File: src/rtl/dsp_mult_add_slice_if.sv
// Operand, control and result bundle for one multiply-add slice.
// The master drives operands and enables; the slave returns p and pcout.
interface dsp_mult_add_slice_if;
  logic        cea;
  logic        ceb;
  logic        cec;
  logic        cem;
  logic        cep;
  logic        cectrl;
  logic [6:0]  opmode;
  logic [3:0]  alumode;
  logic        carryin;
  logic [24:0] a;
  logic [17:0] b;
  logic [47:0] c;
  logic [47:0] pcin;
  logic [47:0] p;
  logic [47:0] pcout;

  modport master (
    output cea, ceb, cec, cem, cep, cectrl, opmode, alumode, carryin, a, b, c, pcin,
    input  p, pcout
  );

  modport slave (
    input  cea, ceb, cec, cem, cep, cectrl, opmode, alumode, carryin, a, b, c, pcin,
    output p, pcout
  );
endinterface

File: src/rtl/dsp_mult_add_slice.sv
// Multiply-accumulate slice P = Z +/- (X + Y + carryin), every stage optionally registered.
// Latency a/b->p = (AREG|BREG)+MREG+PREG, c->p = CREG+PREG; no backpressure, clock enables stall stages.
module dsp_mult_add_slice #(
  parameter bit AREG      = 1'b0,
  parameter bit BREG      = 1'b0,
  parameter bit CREG      = 1'b0,
  parameter bit MREG      = 1'b0,
  parameter bit PREG      = 1'b0,
  parameter bit OPMODEREG = 1'b0
) (
  input logic                 clk,
  input logic                 rst_n,
  dsp_mult_add_slice_if.slave bus
);

  logic [24:0] a_q, a_s;
  logic [17:0] b_q, b_s;
  logic [47:0] c_q, c_s;
  logic [11:0] ctrl_d, ctrl_q, ctrl_s;
  logic [42:0] m_d, m_q, m_s;
  logic [47:0] p_q, p_fb, m_ext, x_v, y_v, z_v, s_v, alu_v, p_v;
  logic [6:0]  opmode;
  logic [3:0]  alumode;
  logic        carryin;

  assign ctrl_d = {bus.opmode, bus.alumode, bus.carryin};

  always_ff @(posedge clk or negedge rst_n) begin
    if (!rst_n) begin
      a_q    <= '0;
      b_q    <= '0;
      c_q    <= '0;
      ctrl_q <= '0;
      m_q    <= '0;
      p_q    <= '0;
    end else begin
      if (bus.cea)    a_q    <= bus.a;
      if (bus.ceb)    b_q    <= bus.b;
      if (bus.cec)    c_q    <= bus.c;
      if (bus.cectrl) ctrl_q <= ctrl_d;
      if (bus.cem)    m_q    <= m_d;
      if (bus.cep)    p_q    <= alu_v;
    end
  end

  // Unused stages stay in the netlist but are bypassed; synthesis trims them.
  assign a_s    = AREG      ? a_q    : bus.a;
  assign b_s    = BREG      ? b_q    : bus.b;
  assign c_s    = CREG      ? c_q    : bus.c;
  assign ctrl_s = OPMODEREG ? ctrl_q : ctrl_d;
  assign {opmode, alumode, carryin} = ctrl_s;

  // Sign-extend both operands to the product width so the low 43 bits are the signed product.
  assign m_d   = {{18{a_s[24]}}, a_s} * {{25{b_s[17]}}, b_s};
  assign m_s   = MREG ? m_q : m_d;
  assign m_ext = {{5{m_s[42]}}, m_s};

  // Without a P register there is nothing to feed back; zero avoids a combinational loop.
  assign p_fb = PREG ? p_q : '0;

  always_comb begin
    x_v = '0;
    case (opmode[1:0])
      2'b01:   if (opmode[3:2] == 2'b01) x_v = m_ext;
      2'b10:   x_v = p_fb;
      2'b11:   x_v = {5'b0, a_s, b_s};
      default: x_v = '0;
    endcase

    y_v = '0;
    case (opmode[3:2])
      2'b10:   y_v = '1;
      2'b11:   y_v = c_s;
      default: y_v = '0;
    endcase

    z_v = '0;
    case (opmode[6:4])
      3'b001:  z_v = bus.pcin;
      3'b010:  z_v = p_fb;
      3'b011:  z_v = c_s;
      3'b101:  z_v = $signed(bus.pcin) >>> 17;
      3'b110:  z_v = $signed(p_fb) >>> 17;
      default: z_v = '0;
    endcase

    s_v = x_v + y_v + {47'd0, carryin};

    alu_v = z_v + s_v;
    case (alumode)
      4'b0011: alu_v = z_v - s_v;
      4'b0001: alu_v = ~z_v + s_v;
      4'b0010: alu_v = ~(z_v + s_v);
      default: alu_v = z_v + s_v;
    endcase
  end

  assign p_v       = PREG ? p_q : alu_v;
  assign bus.p     = p_v;
  assign bus.pcout = p_v;

endmodule

File: src/flat_wrapper.sv
// flat-port wrapper written by rule: the top's interface ports become plain ports
module dsp_mult_add_slice_flat 
#(
  parameter bit AREG      = 1'b0,
  parameter bit BREG      = 1'b0,
  parameter bit CREG      = 1'b0,
  parameter bit MREG      = 1'b0,
  parameter bit PREG      = 1'b0,
  parameter bit OPMODEREG = 1'b0
)
  (clk, rst_n, bus_cea, bus_ceb, bus_cec, bus_cem, bus_cep, bus_cectrl, bus_opmode, bus_alumode, bus_carryin, bus_a, bus_b, bus_c, bus_pcin, bus_p, bus_pcout);
  dsp_mult_add_slice_if bus_i ();
  input logic clk;
  input logic rst_n;
  input wire logic [$bits(bus_i.cea)-1:0] bus_cea;
  input wire logic [$bits(bus_i.ceb)-1:0] bus_ceb;
  input wire logic [$bits(bus_i.cec)-1:0] bus_cec;
  input wire logic [$bits(bus_i.cem)-1:0] bus_cem;
  input wire logic [$bits(bus_i.cep)-1:0] bus_cep;
  input wire logic [$bits(bus_i.cectrl)-1:0] bus_cectrl;
  input wire logic [$bits(bus_i.opmode)-1:0] bus_opmode;
  input wire logic [$bits(bus_i.alumode)-1:0] bus_alumode;
  input wire logic [$bits(bus_i.carryin)-1:0] bus_carryin;
  input wire logic [$bits(bus_i.a)-1:0] bus_a;
  input wire logic [$bits(bus_i.b)-1:0] bus_b;
  input wire logic [$bits(bus_i.c)-1:0] bus_c;
  input wire logic [$bits(bus_i.pcin)-1:0] bus_pcin;
  output wire logic [$bits(bus_i.p)-1:0] bus_p;
  output wire logic [$bits(bus_i.pcout)-1:0] bus_pcout;
  assign bus_i.cea = bus_cea;
  assign bus_i.ceb = bus_ceb;
  assign bus_i.cec = bus_cec;
  assign bus_i.cem = bus_cem;
  assign bus_i.cep = bus_cep;
  assign bus_i.cectrl = bus_cectrl;
  assign bus_i.opmode = bus_opmode;
  assign bus_i.alumode = bus_alumode;
  assign bus_i.carryin = bus_carryin;
  assign bus_i.a = bus_a;
  assign bus_i.b = bus_b;
  assign bus_i.c = bus_c;
  assign bus_i.pcin = bus_pcin;
  assign bus_p = bus_i.p;
  assign bus_pcout = bus_i.pcout;
  dsp_mult_add_slice #(.AREG(AREG), .BREG(BREG), .CREG(CREG), .MREG(MREG), .PREG(PREG), .OPMODEREG(OPMODEREG)) u_core (.clk(clk), .rst_n(rst_n), .bus(bus_i));
endmodule
File: config.mk
export PLATFORM = sky130hd
export DESIGN_NAME = dsp_mult_add_slice_flat
export DESIGN_NICKNAME = d
export VERILOG_FILES = /design/src/rtl/dsp_mult_add_slice_if.sv /design/src/rtl/dsp_mult_add_slice.sv /design/src/flat_wrapper.sv
export SDC_FILE = /design/constraint.sdc
export NUM_CORES = 2
export LEC_CHECK = 0
export ABC_AREA = 1
export CORE_AREA = 8 8 253 255
export DETAILED_ROUTE_END_ITERATION = 6
export DIE_AREA = 0 0 261 263
export GPL_TIMING_DRIVEN = 0
export MAX_ROUTING_LAYER = met4
export PLACE_DENSITY_LB_ADDON = 0.12
export SLEW_MARGIN = 20
export SYNTH_ARGS = -nofsm -noshare
export SYNTH_HDL_FRONTEND = slang
export SYNTH_SLANG_ARGS = --single-unit
File: constraint.sdc
create_clock -name vclk -period 11.7
set_input_delay 1.17 -clock vclk [all_inputs]
set_output_delay 1.17 -clock vclk [all_outputs]
set_load 0.01 [all_outputs]
==> results.cfg <==
[outcome]
status = finished with violations
violations = design-rule violations, negative setup slack

[worst_setup_path]
end_kind = output pin
path_common_cell = nand2_1
cp_max_fo = 10
slowest_stage = fa_2
cpPeakStageDelay_ns = 0.64
endpoint = bus_pcout[47]
crit_start = bus_b[5]
cp.arrival_ns = 10.62
cp-start-kind = primary input
required_ns = 10.53
path_class = in -> out

[sta]
timing.slew.headroom_pct = 13.8
maxSlewViolCount = 0
hold_viol_final = 0
layout_setup_ws_ns = -0.0876
rsz0062_at_grt = yes
fin_crit_sh_pct = 101
period_minus_slack_ns = 11.79
tightest_slew_ns = 1.29
clock.fmax_mhz = 84.8
setup_viol = 3

[cells_and_area]
fin_cells = 6263
clkbuf_count = 0
nets = 6374
final_util_pct = 70.1
fill_cells = 5069
drive_above_1_share_pct = 20.5
final-seq-area_um2 = 0
final_area_um2 = 42000
areaGrowthSynthToFinish_pct = 28.8
n_sequential_cell = 0

[routing]
vias = 37300
ant_nets = 0
viasPerCell = 5.95
wl_per_cell_um = 24.0
wirelength_um = 150000
drt_first_iter_violations = 5006
drc = 1
drt_first_pass_iters = 7

[place]
dp_cells = 6103
portBuffers = 205
globalplace.congestion = 1.14
placed_cell_area_um2 = 35600
dp_hpwl_um = 122000
pre_cts_ws_ns = -2.28

[synth]
syn_nets = 6015
yosys-top-cells-area = fa_1 27%, nand2_1 14%, inv_1 13%
synth.most_common_cell = nand2_1
syn-instance-count = 5116
netlist_area_um2 = 32600
seq_area_frac_synth_pct = 0
yosysTopAreaCellShare_pct = 27.4
yosys_warnings = 0
synth_area_per_cell_um2 = 6.37
synth_common_cells = 1184 x nand2_1, 1111 x inv_1, 446 x fa_1
yosys.cell_types.count = 64
netlist.top_cell.by_area = fa_1

[hold_path]
min-delay-path-class = in -> out
hold_path.startpoint = bus_alumode[0]

[grt]
overflow = 0
grt_pass1_vias = 34900
antenna_found_initial = 4
grt_max_degree = 11
grt_pass1_wl_um = 214000
gr-usage-all-layers_pct = 42.4

[die]
start_util_pct = 54.4
ios = 255
fp.dieH_um = 263
row_count = 90
dieArea_um2 = 68600
die_x_um = 261
coreArea_um2 = 59900

[clocking]
postCtsHoldBufs = 0

[job]
cap_violations = 0
[metrics by stage]
| step | hold WS, ns | setup TNS, ns |
|---|---|---|
| floorplan | 2.62 | 0 |
| global placement | 3.79 | -97.43 |
| detailed placement | 3.79 | -99.57 |
| CTS | 3.79 | -0.239 |
| global route | 3.84 | -3.12 |
| finish | 3.77 | -0.143 |
[area by class of cell]
cell class	count	area, um^2	share of cell area, %
diodes	8	20.0	0.0477
plain buffers	239	2510	5.97
inverters	1179	4440	10.6
multi-input cells	3697	30700	73.2
well taps	782	978	2.33
repair buffers	358	3300	7.86
[critical path, delay by kind of cell]
family / cells / cell delay [ns]
buffers and inverters: 10 / 1.43
AO/OA/AOI/OAI: 8 / 1.04
AND/OR/NAND/NOR: 18 / 2.59
adder cells (fa/ha/maj): 9 / 4.36
[logic make-up after synthesis]
logic type	after synthesis	share of synthesized area, %
fa+ha+maj	740	38.7
simple gates	1931	24.5
compound gates	941	17.3
buf+inv	1419	17.3
xor+xnor	85	2.31
[layout by cell type (no fill, tap or decap), drive strengths merged, types with 8 or more instances in the layout]
| cell | count |
|---|---|
| o21bai | 32 |
| a221oi | 24 |
| inv | 1169 |
| o21a | 46 |
| a211oi | 12 |
| o2111ai | 18 |
| a21o | 25 |
| o21ai | 291 |
| fa | 446 |
| clkbuf | 93 |
| nand4 | 41 |
| xor2 | 63 |
| clkdlybuf4s50 | 174 |
| a21boi | 24 |
| xnor2 | 22 |
| a22o | 8 |
| a31oi | 16 |
| dlymetal6s2s | 19 |
| nand3 | 168 |
| buf | 306 |
| ha | 294 |
| nor3 | 28 |
| a21oi | 386 |
| diode | 8 |
| nand2 | 1204 |
| o211ai | 14 |
| or2 | 34 |
| nor2 | 438 |
| nor4 | 8 |
| a22oi | 23 |
[per-layer routing]
layer / vias up / GRT usage (%) / share of wire [%]
met5: - / - / 0
met4: 0 / 13.1 / 4.3
met3: 419 / 16.4 / 17
met2: 2730 / 56.6 / 39
met1: 17700 / 58.3 / 40
li1: 16400 / - / -
[worst min-delay path by stage]
stage | end | cells after the start
2_1_floorplan | bus_p[13] | 3
6_report | bus_p[40] | 6
3_3_place_gp | bus_p[13] | 5
4_1_cts | bus_p[13] | 5
3_5_place_dp | bus_p[13] | 5
5_1_grt | bus_p[40] | 6
[timing repair]
action / CTS / global route
pin swaps: 79 / 204
hold endpoints to repair: 0 / 0
setup buffers: 56 / 94
resized for setup: 686 / 691
endpoints found under the setup margin: 71 / 65
gates cloned: 0 / 4
Power is left out: the tool's default activity adds up to more than one toggle a clock period on the data nets, which glitch-free logic cannot reach.
